File: src/rtl/fft_pkg.sv
// Shared FFT address-path constants and the shift-amount reduction helper.
package fft_pkg;

  localparam int unsigned FFT_IDX_W   = 5;
  localparam int unsigned FFT_SHIFT_W = 3;

  // Reduce a rotate amount into 0..w-1. Constant w folds to a small lookup.
  function automatic int unsigned mod_width(input int unsigned s,
                                            input int unsigned w = FFT_IDX_W);
    return s % w;
  endfunction

endpackage

File: src/rtl/rotr_comb.sv
// Combinational WIDTH-bit barrel rotate-right, one mux leg per amount.
module rotr_comb #(
  parameter int unsigned WIDTH = 5,
  parameter int unsigned SW    = 3
) (
  input  logic [WIDTH-1:0] d_i,
  input  logic [SW-1:0]    k_i,
  output logic [WIDTH-1:0] q_o
);

  // NOTE: q_o gets a default first so every path assigns it and no latch is inferred.
  always_comb begin
    q_o = d_i;
    for (int i = 1; i < int'(WIDTH); i++) begin
      if (k_i == SW'(i)) q_o = (d_i >> i) | (d_i << (int'(WIDTH) - i));
    end
  end

endmodule

File: src/rtl/rotate_right_by_s_stream.sv
// Two-stage valid/ready pipeline that rotates an FFT index right by s mod WIDTH,
// undoing the rotate-left applied on the address path.
module rotate_right_by_s_stream
  import fft_pkg::*;
#(
  parameter int unsigned WIDTH = FFT_IDX_W,
  parameter int unsigned SW    = FFT_SHIFT_W
) (
  input  logic             clk,
  input  logic             clr,
  input  logic             flush,
  input  logic             in_valid,
  output logic             in_ready,
  input  logic [WIDTH-1:0] in_d,
  input  logic [SW-1:0]    in_s,
  output logic             out_valid,
  input  logic             out_ready,
  output logic [WIDTH-1:0] out_q,
  output logic [1:0]       occupancy
);

  logic             s1_valid_q, s1_valid_d;
  logic [WIDTH-1:0] s1_d_q, s1_d_d;
  logic [SW-1:0]    s1_s_q, s1_s_d;
  logic             s2_valid_q, s2_valid_d;
  logic [WIDTH-1:0] s2_q_q, s2_q_d;
  logic [1:0]       occ_q, occ_d;
  logic [WIDTH-1:0] rot;
  logic             advance1, advance2;

  rotr_comb #(
    .WIDTH (WIDTH),
    .SW    (SW)
  ) u_rotr (
    .d_i (s1_d_q),
    .k_i (s1_s_q),
    .q_o (rot)
  );

  // Ready ripples back from the consumer; flush blocks new input for its cycle.
  assign advance2 = !s2_valid_q || out_ready;
  assign advance1 = !s1_valid_q || advance2;
  assign in_ready = advance1 && !flush;

  always_comb begin
    s1_valid_d = s1_valid_q;
    s1_d_d     = s1_d_q;
    s1_s_d     = s1_s_q;
    s2_valid_d = s2_valid_q;
    s2_q_d     = s2_q_q;
    if (flush) begin
      s1_valid_d = 1'b0;
      s2_valid_d = 1'b0;
    end else begin
      if (advance2) begin
        s2_valid_d = s1_valid_q;
        if (s1_valid_q) s2_q_d = rot;
      end
      if (advance1) begin
        s1_valid_d = in_valid;
        if (in_valid) begin
          s1_d_d = in_d;
          s1_s_d = SW'(mod_width(32'(in_s), WIDTH));
        end
      end
    end
    occ_d = {1'b0, s1_valid_d} + {1'b0, s2_valid_d};
  end

  // NOTE: data registers are reset along with the valids so out_q reads 0 in reset.
  always_ff @(posedge clk or negedge clr) begin
    if (!clr) begin
      s1_valid_q <= 1'b0;
      s1_d_q     <= '0;
      s1_s_q     <= '0;
      s2_valid_q <= 1'b0;
      s2_q_q     <= '0;
      occ_q      <= '0;
    end else begin
      s1_valid_q <= s1_valid_d;
      s1_d_q     <= s1_d_d;
      s1_s_q     <= s1_s_d;
      s2_valid_q <= s2_valid_d;
      s2_q_q     <= s2_q_d;
      occ_q      <= occ_d;
    end
  end

  assign out_valid = s2_valid_q;
  assign out_q     = s2_q_q;
  assign occupancy = occ_q;

endmodule

File: config.mk
export PLATFORM = sky130hd
export DESIGN_NAME = rotate_right_by_s_stream
export DESIGN_NICKNAME = d
export VERILOG_FILES = /design/src/rtl/fft_pkg.sv /design/src/rtl/rotr_comb.sv /design/src/rtl/rotate_right_by_s_stream.sv
export SDC_FILE = /design/constraint.sdc
export NUM_CORES = 1
export LEC_CHECK = 0
export BUFFER_PORTS_ARGS = -buffer_cell sky130_fd_sc_hd__buf_2
export CORE_ASPECT_RATIO = 0.75
export CORE_UTILIZATION = 58
export DETAILED_ROUTE_END_ITERATION = 7
export HOLD_SLACK_MARGIN = 0.15
export PLACE_DENSITY = 0.83
export SETUP_SLACK_MARGIN = 0.15
export SLEW_MARGIN = 20
export SYNTH_ARGS = -nofsm -noshare
export SYNTH_HDL_FRONTEND = slang
export SYNTH_HIERARCHICAL = 1
export SYNTH_SLANG_ARGS = --single-unit
File: constraint.sdc
create_clock -name clk -period 4.11 [get_ports clk]
set_clock_uncertainty 0.1 [all_clocks]
set_input_delay 0.411 -clock clk [delete_from_list [all_inputs] [get_ports clk]]
set_output_delay 0.411 -clock clk [all_outputs]
set_load 0.02 [all_outputs]
==> impl_metrics.tcl, run 1 <==
set metrics [dict create \
    viasPerCell 6.01 \
    grt_pass1_vias 734 \
    slowest_stage "dfrtp_1" \
    maxCapViolations 0 \
    fmax_mhz 492 \
    rsz0062_at_grt "false" \
    setup_violations 0 \
    drtPass1Iterations 4 \
    hold_path_class "in2reg" \
    max_stage_delay_ps 770 \
    crit_path_cell_trace "mux2_2 -> a211oi_1 -> a221oi_1 -> mux2_2" \
    reg2reg_depth 4 \
    crit_top_cell "mux2_2" \
    r2r_end "out_q[0]" \
    fillers 137 \
    startpoint "s1_s_q[1]" \
    grt_usage 0.239 \
    dieWidth_um 53.2 \
    grt_max_degree 22 \
    portBuffers 21 \
    die-area_um2 2150 \
    die_y_um 40.4 \
    diodes 0 \
    final_common_cell "buf_2" \
    drtIter0Drc 12 \
    fin_crit_sh 0.495 \
    numCtsBuffers 3 \
    crit_family "flip-flops" \
    insertion_delay_ps 300 \
    endpoint_kind "flip-flop" \
    ant_nets 0 \
    drc 0 \
    area_delta_synth_final_pct 10.0 \
    core_um2 1790 \
    synthCells 101 \
    power_density_nw_per_um2 479 \
    cts_resized 0 \
    peakVddDrop_uv 331 \
    finalPower_mw 0.600 \
    critPathKind "reg2reg" \
    yosysWarnings 6 \
    crit_fanout 21 \
    synth.avg_cell_area_um2 11.3 \
    hold_ws_ps 230 \
    path_clk_slew_ps 110 \
    status "completed" \
    synth-seq-cells 17 \
    start_util 0.636 \
    via_count 860 \
    postSynthNetCount 118 \
    antenna_found_initial 0 \
    r2r_slack_ps 2080 \
    hold_viol 0 \
    routed_wl_um 2210 \
    seq_area_frac_synth 0.374 \
    place_hpwl_um 1660 \
    setup_tns_ps 0 \
    final_net_count 139 \
    grt_remaining_overflow 0 \
    path_depth 4 \
    startpoint_type "flip-flop" \
    syn_area_um2 1140 \
    crit_required_ps 4210 \
    worstSetupEndpoint "out_q[0]" \
    slew_viol_final 0 \
    wire_per_inst_um 15.5 \
    yosys.cell_types.count 31 \
    worst-path-buf-inv 0 \
    period_needed_ps 2030 \
    fin_cells 143 \
    clockBufferDepth 2 \
    regToRegStartpoint "s1_s_q[1]" \
    cts.sinks 17 \
    cts_tree "built" \
    drive_above_1_share 0.347 \
    p_leak_nw 0.631 \
    cts_htree_levels 1 \
    pin_count 22 \
    final_cell_mix "buf_2, dfrtp_1, mux2_4, inv_1, mux2i_1" \
    gp_congestion 0.809 \
    placementRows 13 \
    crit_arrival_ps 2130 \
    maxSlewHeadroom 0.571 \
    grt_pass1_wl_um 3330 \
    worstMarginPinSlew_ps 644 \
    placedCellCount 138 \
    cts_root_buffer "clkbuf_4" \
]
==> cells in the mapped netlist <==
| cell type | instances | area share |
|---|---|---|
| and3_1 | 2 | 0.011 |
| nor3_1 | 2 | 0.0088 |
| buf_6 | 3 | 0.030 |
| o21a_1 | 2 | 0.013 |
| clkbuf_1 | 1 | 0.0033 |
| a211o_1 | 1 | 0.0077 |
| mux2_4 | 8 | 0.11 |
| nor2b_1 | 4 | 0.022 |
| nor2_1 | 4 | 0.013 |
| buf_4 | 1 | 0.0066 |
| dfrtp_1 | 17 | 0.37 |
| xnor2_1 | 1 | 0.0077 |
| o211ai_1 | 2 | 0.013 |
| a221oi_2 | 1 | 0.013 |
| nor2b_4 | 1 | 0.012 |
| or2b_1 | 3 | 0.020 |
| inv_1 | 7 | 0.023 |
| mux2_2 | 6 | 0.059 |
| a221oi_1 | 2 | 0.015 |
| o31ai_1 | 3 | 0.020 |
| and3b_1 | 2 | 0.015 |
| a21oi_1 | 5 | 0.022 |
| clkbuf_8 | 1 | 0.012 |
| o21ai_0 | 5 | 0.022 |
| a211oi_1 | 2 | 0.013 |
| ha_1 | 4 | 0.044 |
| o22ai_1 | 1 | 0.0055 |
| nor3b_2 | 1 | 0.011 |
| o211a_1 | 1 | 0.0088 |
| mux2i_1 | 7 | 0.062 |
| a21o_1 | 1 | 0.0066 |
==> timing repair <==
action / 4_1_cts / 5_1_grt
hold endpoints to repair: 17 / 0
hold buffers: 1 / 0
buffers inserted: 0 / 0
==> registers in the layout, indices dropped and copies added (netlist names) <==
register and count:
s1_s_q 3, out_valid 1, occupancy 2, out_q 5, s1_d_q 5, s1_valid_q 1
==> worst min-delay path by stage <==
stage | endpoint | start | cells past startpoint
5_1_grt | s1_d_q[2] | in_d[2] | 2
4_1_cts | s1_d_q[2] | in_d[2] | 2
3_5_place_dp | out_q[3] | clr | 1
2_1_floorplan | occupancy[0] | clr | 0
3_3_place_gp | s1_s_q[0] | clr | 1
6_report | s1_d_q[4] | in_d[4] | 2
==> final cells by class <==
| cell class | instances | area, um2 | share of cell area |
|---|---|---|---|
| well taps | 22 | 27.5 | 0.0220 |
| clock buffers | 3 | 22.5 | 0.0180 |
| repair buffers | 22 | 115 | 0.0919 |
| inverters | 7 | 26.3 | 0.0210 |
| flip-flops and latches | 17 | 425 | 0.340 |
| multi-input cells | 71 | 628 | 0.501 |
| clock inverters | 1 | 7.51 | 0.00599 |
==> worst register-to-register path, stage by stage, from the launching register on <==
cell and delay [ps]:
dfrtp_1 770, mux2_2 420, a211oi_1 270, a221oi_1 80, mux2_2 290
==> metrics by stage <==
step / setup WS (ps) / instance area [um2] / util
2_1_floorplan: 2480 / 1140 / -
6_report: 2080 / 1250 / 0.700
4_1_cts: 2100 / 1250 / 0.700
3_5_place_dp: 2120 / 1210 / 0.678
5_1_grt: 1990 / 1250 / 0.700
3_3_place_gp: 2210 / 1210 / 0.678
==> report_power, final <==
part           total [mW]  internal, mW  switching (mW)
Clock              0.0952        0.0371          0.0581
Sequential          0.269         0.207          0.0617
Combinational       0.236         0.124           0.112
==> per-layer routing <==
metal | vias up | global-route usage | part of all wire
li1 | 413 | - | -
met1 | 418 | 0.269 | 0.45
met2 | 25 | 0.446 | 0.49
met3 | 4 | 0.0682 | 0.049
met4 | 0 | 0.0789 | 0.013
met5 | - | 0 | 0
==> cells by family (layout without fill, tap and decap cells) <==
logic type	Yosys count	in the layout	share of synthesized area
buffers and inverters	13	33	0.0747
adder cells (fa/ha/maj)	4	4	0.0440
XOR/XNOR	1	1	0.00769
flip-flops	17	17	0.374
AO/OA/AOI/OAI	26	26	0.160
AND/OR/NAND/NOR	19	19	0.113
multiplexers	21	21	0.226
(Power assumes the default switching activity.)
==> run 2: changes to the inputs <==
- ABC_AREA: not set -> 1
- CORE_UTILIZATION: 58 -> 53
- PLACE_DENSITY: 0.83 -> 0.78
- clock period: 4.11 -> 1.9 ns (I/O delays scaled with it)
==> run 2 against run 1 <==
Power increased by 83%; die area increased by 0.97%; combinational power increased by 73%; sequential share of layout area decreased by 1.4 points; cell area increased by 4.6%; hold slack got worse by 66 ps; sequential power increased by 81%; synthesized cell count increased by 48%; routed wire length increased by 11%; critical path type is now in2reg; highest routed layer unchanged.
==> impl_metrics.tcl, run 2 <==
set metrics [dict create \
    switching_power_mw 0.443 \
    path_clk_slew_ps 110 \
    cts_tree "built" \
    antenna_found_initial 0 \
    final_common_cell "nand2_1" \
    placementRows 13 \
    core_um2 1790 \
    synth-seq-cells 17 \
    worstMarginPinSlew_ps 380 \
    setup_tns_ps 0 \
    max_stage_delay_ps 530 \
    hold_viol 0 \
    grt_max_degree 18 \
    seqCellArea_um2 427 \
    diodes 0 \
    seq_area_frac_synth 0.405 \
    crit_required_ps 2000 \
    syn_area_um2 1050 \
    crit_top_cell "nand2_1" \
    synth.most_common_cell "nand2_1" \
    maxCapViolations 0 \
    reg2reg_depth 9 \
    grt_pass1_wl_um 3800 \
    clockPowerShare 0.184 \
    maxSlewHeadroom 0.746 \
    postSynthNetCount 166 \
    drc 0 \
    sw_frac_of_total 0.402 \
    area_delta_synth_final_pct 24.6 \
    crit_path_cell_trace "dlygate4sd3_1 -> buf_2 -> inv_1 -> ha_1 -> inv_1 -> ha_1 -> inv_2 -> nand2_1 -> nand2_1 -> nand2_1 -> nand2_1 -> nand2_1" \
    pin_count 22 \
    die-area_um2 2170 \
    period_needed_ps 1620 \
    fin_crit_sh 0.855 \
    yosys-top-cells-area "dfrtp_1, nand2_1, inv_1" \
    startpoint_type "input port" \
    dpl_worst_slack_ps 316 \
    endpoint_kind "flip-flop" \
    insertion_delay_ps 290 \
    place_hpwl_um 1740 \
    final_net_count 201 \
    via_count 1074 \
    worst-path-buf-inv 5 \
    cts_root_buffer "clkbuf_4" \
    grt_usage 0.257 \
    slew_viol_final 0 \
    start_util 0.587 \
    r2r_slack_ps 380 \
    grt_remaining_overflow 0 \
    min_path_cells 5 \
    status "completed" \
    p_leak_nw 0.752 \
    yosys-top-cells-count "nand2_1, inv_1, dfrtp_1, o21ai_0, nand3_1" \
    power_density_nw_per_um2 839 \
    die_y_um 40.6 \
    async_flop_share 1.00 \
    finalInstanceArea_um2 1310 \
    post-cts-setup-buffer-count 0 \
    yosysWarnings 6 \
    finalPower_mw 1.10 \
    drtIter0Drc 45 \
    cts_htree_levels 1 \
    hold_path_class "in2reg" \
    synthCells 149 \
    synth-edff-count 0 \
    power_frac_seq 0.444 \
    setup_violations 0 \
    peakVddDrop_uv 789 \
    fmax_mhz 616 \
    routed_wl_um 2460 \
    fillers 148 \
    gp_congestion 0.996 \
    synth_top_flop_cell "dfrtp_1" \
    crit_family "buffers and inverters" \
    p_int_mw 0.657 \
    holdPathEnd "s1_s_q[0]" \
    viasPerCell 5.24 \
    min-delay-start "in_s[0]" \
    multi_input_area_um2 531 \
    wire_per_inst_um 12.0 \
    synth_area_leader_cell "dfrtp_1" \
    drtPass1Iterations 4 \
    slowest_stage "dlygate4sd3_1" \
    portBuffers 21 \
    p_comb_frac 0.372 \
    post_dp_cell_area_um2 1180 \
    rsz0062_at_grt "false" \
    dieWidth_um 53.4 \
    numCtsBuffers 3 \
    grt_pass1_vias 899 \
    r2r_end "out_q[0]" \
    fin_ws_ps 276 \
    crit_arrival_ps 1720 \
    critPathKind "in2reg" \
    drive_above_1_share 0.208 \
    synth_top_area_share 0.405 \
    yosys.cell_types.count 16 \
    synth.avg_cell_area_um2 7.05 \
    crit_fanout 4 \
    cts.sinks 17 \
    final_cell_mix "nand2_1, buf_2, inv_1, dfrtp_1" \
    ant_nets 0 \
    regToRegStartpoint "s1_s_q[2]" \
    clockBufferDepth 2 \
]
run 2: cell count changes in the layout (fill, tap and decap cells not counted), moves of 6 or more:
cell	change
nand2_1	+65
inv_1	+12
dlygate4sd3_1	+9
nand3_1	+9
mux2_4	-8
mux2i_1	-7
mux2_2	-6
run 2: metal layers:
layer	GRT usage	wire length, um
met1	0.326	1060
met2	0.463	1170
met3	0.0682	192
met4	0.0197	27
met5	0	0
run 2: layout make-up:
class | count | area share
Clock buffer | 3 | 0.0172
Clock inverter | 1 | 0.00573
Inverter | 24 | 0.0688
Multi-Input combinational cell | 107 | 0.405
Sequential cell | 17 | 0.326
Tap cell | 22 | 0.0210
Timing Repair Buffer | 31 | 0.157
run 2: stage by stage:
step / util / std cells / hold WS [ps]
3_3_place_gp: 0.659 / 191 / 30.2
3_5_place_dp: 0.659 / 191 / 29.5
2_1_floorplan: - / 149 / -206
6_report: 0.732 / 205 / 164
5_1_grt: 0.732 / 205 / 186
4_1_cts: 0.731 / 205 / 158
run 2: what timing repair did:
item	in CTS	in global routing
hold buffers	10	0
endpoints found under the setup margin	0	5
gates resized for setup	0	2
hold endpoints to repair	25	0
run 2: power by group through the flow:
stage,registers (mW),clock network [mW],logic (mW)
final,0.488,0.202,0.409
after global routing,0.499,0.218,0.463
after CTS,0.487,0.202,0.403
after detailed placement,0.495,0,0.387
after global placement,0.491,0,0.376
after floorplan,0.531,0,0.233
run 2: how the worst max path moves through the flow:
stage | startpoint | to | slack [ps] | cells after the start
global placement | s1_s_q[0] | out_q[2] | 410 | 8
global route | in_s[1] | s1_s_q[1] | 180 | 12
detailed placement | s1_s_q[0] | out_q[3] | 320 | 7
finish | in_s[1] | s1_s_q[1] | 280 | 12
CTS | s1_s_q[0] | out_q[3] | 290 | 7
floorplan | s1_s_q[2] | out_q[0] | 570 | 9
run 2: logic make-up after synthesis:
| family | after synthesis | share of synthesized area |
|---|---|---|
| simple gates | 86 | 0.376 |
| buf+inv | 25 | 0.0905 |
| compound gates | 17 | 0.0810 |
| fa+ha+maj | 4 | 0.0476 |
| flops | 17 | 0.405 |
run 2: worst register-to-register path, stage by stage, from the launching register on:
cell and delay [ps]:
dfrtp_1 470, inv_2 160, nand3_1 180, nand2_1 100, nand3_1 80, nand2_1 70
nand2_1 50, nand2_1 50, inv_1 30, o21ai_0 150
